$ cat src/rtl/minmax_meas_mc_if.sv
// Sample/measurement bus for the multi-channel min/max meter.
// master drives samples and control; slave (the meter) returns results.
interface minmax_meas_mc_if #(
    parameter int DW = 12,
    parameter int RW = 10,
    parameter int CH = 2
);
    logic                data_valid;
    logic [CH*DW-1:0]    data_in;
    logic [RW-1:0]       range;
    logic                peak_hold;
    logic                clear;
    logic [CH*DW-1:0]    max_out;
    logic [CH*DW-1:0]    min_out;
    logic [CH*DW-1:0]    pp_out;
    logic                meas_valid;

    modport master (
        output data_valid, data_in, range, peak_hold, clear,
        input  max_out, min_out, pp_out, meas_valid
    );

    modport slave (
        input  data_valid, data_in, range, peak_hold, clear,
        output max_out, min_out, pp_out, meas_valid
    );
endinterface

$ cat src/rtl/minmax_meas_mc.sv
// Multi-channel windowed signed max/min/peak-to-peak meter.
// All channels share one window counter and sample strobe; results for every
// channel are published together with a single-cycle meas_valid.
module minmax_meas_mc #(
    parameter int DW = 12,
    parameter int RW = 10,
    parameter int CH = 2
) (
    input  logic              clk_in,
    input  logic              rst_n,
    minmax_meas_mc_if.slave   bus
);

    typedef enum logic [1:0] {
        S_FIRST = 2'd0,
        S_ACC   = 2'd1,
        S_CONT  = 2'd2
    } state_t;

    state_t                 r_state;
    state_t                 w_state_nxt;
    logic [RW-1:0]          r_win_len;
    logic [RW-1:0]          r_count;
    logic [RW-1:0]          w_count_nxt;
    logic                   r_held;
    logic                   w_complete;
    logic                   w_seed;
    logic                   w_load_acc;
    logic                   w_latch_len;

    logic signed [DW-1:0]   r_acc_max [CH];
    logic signed [DW-1:0]   r_acc_min [CH];
    logic signed [DW-1:0]   w_samp    [CH];
    logic signed [DW-1:0]   w_max_nxt [CH];
    logic signed [DW-1:0]   w_min_nxt [CH];

    logic [CH*DW-1:0]       r_max_out;
    logic [CH*DW-1:0]       r_min_out;
    logic [CH*DW-1:0]       r_pp_out;
    logic                   r_meas_valid;

    function automatic logic signed [DW-1:0] smax(input logic signed [DW-1:0] a,
                                                  input logic signed [DW-1:0] b);
        return (a > b) ? a : b;
    endfunction

    function automatic logic signed [DW-1:0] smin(input logic signed [DW-1:0] a,
                                                  input logic signed [DW-1:0] b);
        return (a < b) ? a : b;
    endfunction

    // max - min is formed on sign-extended operands; the true difference never
    // exceeds 2^DW - 1, so dropping the top bit is lossless.
    function automatic logic [DW-1:0] pp_calc(input logic signed [DW-1:0] mx,
                                              input logic signed [DW-1:0] mn);
        return DW'({mx[DW-1], mx} - {mn[DW-1], mn});
    endfunction

    // Next-state and control decode; clear overrides any sample on the same edge.
    always_comb begin
        w_state_nxt = r_state;
        w_count_nxt = r_count;
        w_complete  = 1'b0;
        w_seed      = 1'b0;
        w_load_acc  = 1'b0;
        w_latch_len = 1'b0;
        if (bus.clear) begin
            w_state_nxt = S_FIRST;
            w_count_nxt = '0;
        end else if (bus.data_valid) begin
            case (r_state)
                S_FIRST: begin
                    w_latch_len = 1'b1;
                    w_load_acc  = 1'b1;
                    if (bus.range == '0) begin
                        // Continuous mode starts from this sample and reports it.
                        w_seed      = 1'b1;
                        w_complete  = 1'b1;
                        w_count_nxt = '0;
                        w_state_nxt = S_CONT;
                    end else begin
                        w_seed = !(bus.peak_hold && r_held);
                        if (bus.range == RW'(1)) begin
                            w_complete  = 1'b1;
                            w_count_nxt = '0;
                        end else begin
                            w_count_nxt = RW'(1);
                            w_state_nxt = S_ACC;
                        end
                    end
                end
                S_ACC: begin
                    w_load_acc = 1'b1;
                    if (r_count + RW'(1) == r_win_len) begin
                        w_complete  = 1'b1;
                        w_count_nxt = '0;
                        w_state_nxt = S_FIRST;
                    end else begin
                        w_count_nxt = r_count + RW'(1);
                    end
                end
                S_CONT: begin
                    w_load_acc = 1'b1;
                    w_complete = 1'b1;
                end
                default: begin
                    w_state_nxt = S_FIRST;
                    w_count_nxt = '0;
                end
            endcase
        end
    end

    // Per-channel accumulator update: either seed with the sample or fold it in.
    always_comb begin
        for (int k = 0; k < CH; k++) begin
            w_samp[k]    = bus.data_in[k*DW +: DW];
            w_max_nxt[k] = w_seed ? w_samp[k] : smax(r_acc_max[k], w_samp[k]);
            w_min_nxt[k] = w_seed ? w_samp[k] : smin(r_acc_min[k], w_samp[k]);
        end
    end

    // Control registers: state, window length, sample count, peak-hold history.
    always_ff @(posedge clk_in or negedge rst_n) begin
        if (!rst_n) begin
            r_state   <= S_FIRST;
            r_count   <= '0;
            r_win_len <= '0;
            r_held    <= 1'b0;
        end else begin
            r_state <= w_state_nxt;
            r_count <= w_count_nxt;
            if (w_latch_len) begin
                r_win_len <= bus.range;
            end
            if (bus.clear) begin
                r_held <= 1'b0;
            end else if (w_complete) begin
                r_held <= 1'b1;
            end
        end
    end

    // Accumulator registers; clear discards them.
    always_ff @(posedge clk_in or negedge rst_n) begin
        if (!rst_n) begin
            for (int k = 0; k < CH; k++) begin
                r_acc_max[k] <= '0;
                r_acc_min[k] <= '0;
            end
        end else if (bus.clear) begin
            for (int k = 0; k < CH; k++) begin
                r_acc_max[k] <= '0;
                r_acc_min[k] <= '0;
            end
        end else if (w_load_acc) begin
            for (int k = 0; k < CH; k++) begin
                r_acc_max[k] <= w_max_nxt[k];
                r_acc_min[k] <= w_min_nxt[k];
            end
        end
    end

    // Result registers: load on window completion, otherwise hold; strobe is one cycle.
    always_ff @(posedge clk_in or negedge rst_n) begin
        if (!rst_n) begin
            r_max_out    <= '0;
            r_min_out    <= '0;
            r_pp_out     <= '0;
            r_meas_valid <= 1'b0;
        end else begin
            r_meas_valid <= w_complete;
            if (w_complete) begin
                for (int k = 0; k < CH; k++) begin
                    r_max_out[k*DW +: DW] <= w_max_nxt[k];
                    r_min_out[k*DW +: DW] <= w_min_nxt[k];
                    r_pp_out[k*DW +: DW]  <= pp_calc(w_max_nxt[k], w_min_nxt[k]);
                end
            end
        end
    end

    assign bus.max_out    = r_max_out;
    assign bus.min_out    = r_min_out;
    assign bus.pp_out     = r_pp_out;
    assign bus.meas_valid = r_meas_valid;

endmodule

$ cat src/flat_wrapper.sv
// flat-port wrapper written by rule: the top's interface ports become plain ports
module minmax_meas_mc_flat 
#(
    parameter int DW = 12,
    parameter int RW = 10,
    parameter int CH = 2
)
  (clk_in, rst_n, bus_data_valid, bus_data_in, bus_range, bus_peak_hold, bus_clear, bus_max_out, bus_min_out, bus_pp_out, bus_meas_valid);
  minmax_meas_mc_if #(.DW(DW), .RW(RW), .CH(CH)) bus_i ();
  input  logic clk_in;
  input  logic rst_n;
  input wire logic [$bits(bus_i.data_valid)-1:0] bus_data_valid;
  input wire logic [$bits(bus_i.data_in)-1:0] bus_data_in;
  input wire logic [$bits(bus_i.range)-1:0] bus_range;
  input wire logic [$bits(bus_i.peak_hold)-1:0] bus_peak_hold;
  input wire logic [$bits(bus_i.clear)-1:0] bus_clear;
  output wire logic [$bits(bus_i.max_out)-1:0] bus_max_out;
  output wire logic [$bits(bus_i.min_out)-1:0] bus_min_out;
  output wire logic [$bits(bus_i.pp_out)-1:0] bus_pp_out;
  output wire logic [$bits(bus_i.meas_valid)-1:0] bus_meas_valid;
  assign bus_i.data_valid = bus_data_valid;
  assign bus_i.data_in = bus_data_in;
  assign bus_i.range = bus_range;
  assign bus_i.peak_hold = bus_peak_hold;
  assign bus_i.clear = bus_clear;
  assign bus_max_out = bus_i.max_out;
  assign bus_min_out = bus_i.min_out;
  assign bus_pp_out = bus_i.pp_out;
  assign bus_meas_valid = bus_i.meas_valid;
  minmax_meas_mc #(.DW(DW), .RW(RW), .CH(CH)) u_core (.clk_in(clk_in), .rst_n(rst_n), .bus(bus_i));
endmodule
$ cat config.mk
export PLATFORM = sky130hd
export DESIGN_NAME = minmax_meas_mc_flat
export DESIGN_NICKNAME = d
export VERILOG_FILES = /design/src/rtl/minmax_meas_mc_if.sv /design/src/rtl/minmax_meas_mc.sv /design/src/flat_wrapper.sv
export SDC_FILE = /design/constraint.sdc
export NUM_CORES = 1
export LEC_CHECK = 0
export ABC_AREA = 0
export CAP_MARGIN = 20
export CORE_ASPECT_RATIO = 1.1
export CORE_MARGIN = 3
export CORE_UTILIZATION = 40
export DETAILED_ROUTE_END_ITERATION = 16
export MAX_ROUTING_LAYER = met4
export PLACE_DENSITY = 0.68
export SYNTH_ARGS = -nofsm -noshare
export SYNTH_HDL_FRONTEND = slang
export SYNTH_SLANG_ARGS = --single-unit
$ cat constraint.sdc
create_clock -name clk_in -period 4.5 [get_ports clk_in]
set_clock_uncertainty 0.1 [all_clocks]
set_input_delay 0.9 -clock clk_in [delete_from_list [all_inputs] [get_ports clk_in]]
set_output_delay 0.9 -clock clk_in [all_outputs]
set_load 0.01 [all_outputs]
-- Word-level counts from Yosys, hierarchy flattened
Cells that the tools add are included.
- word-level logic and storage cells: 78
- input bits: 39
- flip-flop bits (word level): 144
- output and inout bits: 73
- order comparisons: 4
- muxes and demuxes: 42
- equality and inequality tests: 7
- add/sub/neg operators: 3
- reduce and logical (&&, ||, !) cells: 10
- operator list (kind ; count):
    $mux W12 ; 8
    $mux W24 ; 4
    $mux W10 ; 4
    $pmux W10 S3 ; 1
    $gt A12 B12 Y1 ; 2
    $lt A12 B12 Y1 ; 2
    $sub A12 B12 Y12 ; 2
    $mux W1 ; 18
    $add A10 B1 Y10 const B ; 1
    $eq A10 B1 Y1 const B ; 1
    $eq A10 B10 Y1 ; 1
    $logic_not A10 Y1 ; 1
    $mux W2 ; 5
    $pmux W2 S3 ; 1
    $reduce_bool A2 Y1 ; 3
    $ne A4 B3 Y1 const B ; 1
    $reduce_and A4 Y1 ; 1
    $ne A3 B2 Y1 const B ; 1
    $pmux W1 S3 ; 1
    $reduce_or A3 Y1 ; 1
    $eq A2 B1 Y1 const B ; 1
    $eq A2 B2 Y1 const B ; 1
    $logic_not A2 Y1 ; 1
    $ne A2 B2 Y1 const B ; 1
    3 further kinds ; 3

-- Logic depth before layout (Yosys ltp)
- depth after elaboration: 9
- gate-level depth with buffers: 24
- depth with buffers taken out: 22

-- Least setup slack after synthesis
OpenSTA, ideal clock, no wires.
- path type: input port to flip-flop
- from: input bus_data_in[3]
- to: register u_core.r_pp_out[11] (netlist: u_core.bus.pp_out[11])
- path buffers: 4
- setup slack: -1084 ps
- setup time: 128 ps
- arrival time: 5357 ps
- stages: 21
- required time: 4272 ps
- cells stage by stage: clkbuf_1 > inv_1 > ha_1 > a21oi_1 > a2111oi_0 > o21ai_1 > buf_2 > nor2_4 > clkbuf_1 > clkbuf_1 > a21oi_1 > inv_1 > ha_1 > a21oi_1 > inv_1 > maj3_1 > a22o_1 > a32oi_2 > o21ai_1 > o31ai_2 > mux2_1
- RTL lines (what ; RTL line ; source):
    start: declaration ; flat_wrapper.sv:13 ; input wire logic [$bits(bus_i.data_in)-1:0] bus_data_in;
    end signal: indexed assignment ; minmax_meas_mc.sv:177 ; r_pp_out[k*DW +: DW] <= pp_calc(w_max_nxt[k], w_min_nxt[k]);
    end: declaration ; minmax_meas_mc.sv:39 ; logic [CH*DW-1:0] r_pp_out;

-- Final worst setup path
- from: input bus_data_in[21]
- to: register u_core.r_pp_out[22] (netlist: u_core.bus.pp_out[22])
- word-level cells in the longest chain between the ends: 4
- elaborated cells on any way between the ends: 7
- those cells by class: add/sub (1); order compare (2); mux (4)
- ends and longest elaborated chain (what ; RTL line ; source):
    $gt A12 B12 Y1 / $lt A12 B12 Y1 (equally long branches) ; minmax_meas_mc.sv:44, minmax_meas_mc.sv:49 ;
    $mux W12, on equally long branches ; minmax_meas_mc.sv:44, minmax_meas_mc.sv:49 ;
    $mux W12, on equally long branches ; minmax_meas_mc.sv:118, minmax_meas_mc.sv:119 ;
    $sub A12 B12 Y12 * ; minmax_meas_mc.sv:56 ; return DW'({mx[DW-1], mx} - {mn[DW-1], mn});
Every way passes the cells marked *; elsewhere a longest branch is shown, timed or not.
A chain may end at the register's enable or synchronous reset.

==> flow_metrics.tcl <==
set metrics [dict create \
    drtIter0Drc 462 \
    syn_nets 1104 \
    core_area_sq_mm 0.0217 \
    grt_usage 0.228 \
    yosys_register_bits 144 \
    required_ps 4710 \
    whs_ps 406 \
    io_buffers 111 \
    drc 0 \
    n_fill_cell 1826 \
    grt_max_degree 101 \
    fin_crit_ps 4350 \
    grt_pass1_wl_um 43200 \
    finalPower_uw 6250 \
    area_growth_pct 45.6 \
    cap_violations 0 \
    first_pass_iters 5 \
    vias_per_cell 5.35 \
    irDropWorstVdd_mv 0.282 \
    place_hpwl_um 18900 \
    num_rows 56 \
    cts_hold_buf 0 \
    slew_headroom 0.355 \
    n_antenna_cell 0 \
    intPower_uw 4190 \
    synth_cells 999 \
    synth_cell_types 73 \
    die_y_um 163 \
    final_max_slew_viol_count 0 \
    syn_avg_cell_area_sq_um 8.96 \
    boundaryPins 112 \
    clockBufferDepth 2 \
    seqPwrFrac 0.304 \
    seq_area_frac_synth 0.402 \
    period_share 0.967 \
    final_area_sq_mm 0.0130 \
    routed_wl_um 26900 \
    antenna_found_initial 0 \
    p_comb_frac 0.427 \
    grt_pass1_vias 8449 \
    min_path_type "reg2reg" \
    wl_per_cell_um 17.0 \
    crit_type "in2reg" \
    status "completed" \
    crit_path_end_kind "register" \
    htreeDepth 4 \
    numCtsBuffers 17 \
    netSwitchingFraction 0.330 \
    die_area_sq_mm 0.0242 \
    placed_cell_area_sq_mm 0.0117 \
    seqCellArea_sq_mm 0.00360 \
    nNetsFinal 1381 \
    fmax_mhz 230 \
    worstPathMaxFanout 3 \
    worstSetupStartpointType "primary input" \
    gp_routability_congestion 0.950 \
    cts_tree "yes" \
    clockPowerShare 0.269 \
    multi_input_area_sq_mm 0.00549 \
    cp_data_arrival_time_ps 4560 \
    setup_viol 0 \
    tightest_slew_ps 943 \
    finalHoldViolations 0 \
    cts.sinks 144 \
    power.net_switching_uw 2060 \
    initial_core_util 0.414 \
    drive_gt1_frac 0.305 \
    p_per_area_mw_per_mm2 479 \
    synthFlopType "dfrtp_1" \
    overflow 0 \
    insertion_delay_ps 430 \
    vias 8443 \
    cts-root-buf "clkbuf_16" \
    synth_area_sq_mm 0.00895 \
    die_x_um 149 \
    antenna_left 0 \
    clk_pin_slew_ps 60 \
    synth-edff-count 0 \
    synth_warnings 0 \
    async_flop_share 1.00 \
    p_leak_uw 0.00593 \
]
==> power by group through the flow <==
stage	clock network, uW	logic (uW)	registers (uW)
floorplan	0	1120	1990
global placement	0	2440	1910
detailed placement	0	2470	1920
CTS	1710	2590	1900
global route	1760	2900	1950
finish	1680	2670	1900
==> state kept, by name, indices dropped and copies added, names as in the netlist <==
register	cells
u_core.bus.max_out	24
u_core.bus.meas_valid	1
u_core.bus.min_out	24
u_core.bus.pp_out	24
u_core.r_acc_max	24
u_core.r_acc_min	24
u_core.r_count	10
u_core.r_held	1
u_core.r_state	2
u_core.r_win_len	10
==> final timing paths <==
path | start | slack, ps | endpoint | depth (start not counted)
min in group asynchronous | rst_n | 490 | u_core.bus.min_out[15] | 1
worst min register to register | u_core.bus.pp_out[19] | 410 | u_core.bus.pp_out[19] | 1
worst max-delay path | bus_data_in[21] | 150 | u_core.bus.pp_out[22] | 19
max in group asynchronous | rst_n | 2890 | u_core.r_acc_min[18] | 2
worst min-delay path | u_core.bus.pp_out[19] | 410 | u_core.bus.pp_out[19] | 1
worst max register to register | u_core.r_acc_max[23] | 230 | u_core.bus.pp_out[6] | 19
==> Yosys cell counts, types with 5 or more instances <==
| library cell | count | area [sq um] |
|---|---|---|
| a211oi_1 | 40 | 300 |
| a21o_1 | 12 | 90.1 |
| a21oi_1 | 114 | 571 |
| a31oi_1 | 9 | 56.3 |
| buf_2 | 16 | 80.1 |
| clkbuf_1 | 33 | 124 |
| dfrtp_1 | 144 | 3600 |
| ha_1 | 64 | 801 |
| inv_1 | 60 | 225 |
| mux2_2 | 26 | 293 |
| mux2i_1 | 25 | 250 |
| nand2_1 | 71 | 267 |
| nand2b_1 | 7 | 43.8 |
| nand3_1 | 17 | 85.1 |
| nand4_1 | 9 | 56.3 |
| nor2_1 | 148 | 556 |
| nor2b_1 | 5 | 31.3 |
| nor3_1 | 15 | 75.1 |
| nor4_1 | 7 | 43.8 |
| o21ai_0 | 38 | 190 |
| o22ai_1 | 5 | 31.3 |
| o31ai_1 | 5 | 37.5 |
| or3_1 | 5 | 31.3 |
| xnor2_1 | 21 | 184 |
| xor2_1 | 17 | 149 |
==> cell families after synthesis <==
group	after synthesis	synth area share
simple gates	309	0.157
compound gates	273	0.193
flops	144	0.402
buf+inv	115	0.0521
fa+ha+maj	68	0.0961
mux	52	0.0619
xor+xnor	38	0.0372
==> cell type report <==
type                       count  area share
multi-input combinational    740       0.421
clock inverter                13      0.0197
sequential                   144       0.276
tap                          290      0.0278
inverter                      61      0.0187
clock buffer                  19      0.0332
timing repair buffer         312       0.203
==> critical path, stage by stage <==
cell             delay, ps
clkdlybuf4s15_1        240
inv_2                   80
ha_4                   270
nand4_1                140
a211o_1                330
a31oi_4                230
mux2i_2                280
ha_2                   210
inv_2                   40
fa_2                   330
a21o_1                 190
a21oi_2                160
o21bai_2               120
nand2b_1               130
mux2i_4                100
a2111oi_4              260
o31ai_2                110
xor2_1                 170
mux2_4                 260
==> cells in the final DEF (no fill, tap or decap), types with 10 or more instances in the layout <==
master	count
inv_1	36
mux2_2	24
nand2_1	67
inv_2	21
o21ai_0	34
dfrtp_1	144
clkbuf_16	17
a21o_1	12
buf_4	193
nor3_1	13
mux2i_1	18
ha_1	45
a21oi_2	10
nor2_1	144
a21oi_1	102
nand3_1	16
buf_6	10
xnor2_1	21
clkdlybuf4s50_1	76
xor2_1	17
a211oi_1	38
ha_4	16
==> layer usage <==
metal | part of all wire | wire length (um) | global-route usage | vias to the layer above
met3 | 0.040 | 1070 | 0.0334 | 53
met4 | 0.023 | 618 | 0.0655 | 0
met1 | 0.42 | 11400 | 0.280 | 4066
li1 | - | - | - | 4103
met5 | 0 | 0 | - | -
met2 | 0.51 | 13800 | 0.393 | 221
==> stage by stage <==
| step | setup TNS (ps) | setup WS, ps | instances | utilization |
|---|---|---|---|---|
| finish | 0 | 150 | 1579 | 0.602 |
| global route | -98.4 | -55.9 | 1579 | 0.602 |
| CTS | 0 | 0.174 | 1565 | 0.587 |
| detailed placement | -8810 | -773 | 1516 | 0.540 |
| global placement | -8030 | -765 | 1516 | 0.540 |
| floorplan | -500 | -278 | 999 | - |
==> what timing repair did <==
item | in CTS | in global routing
setup buffers | 17 | 15
endpoints found under the hold margin | 0 | 0
pin swaps | 36 | 43
setup endpoints to repair | 13 | 13
resized for setup | 68 | 97
Power figures use the tool's default switching activity.
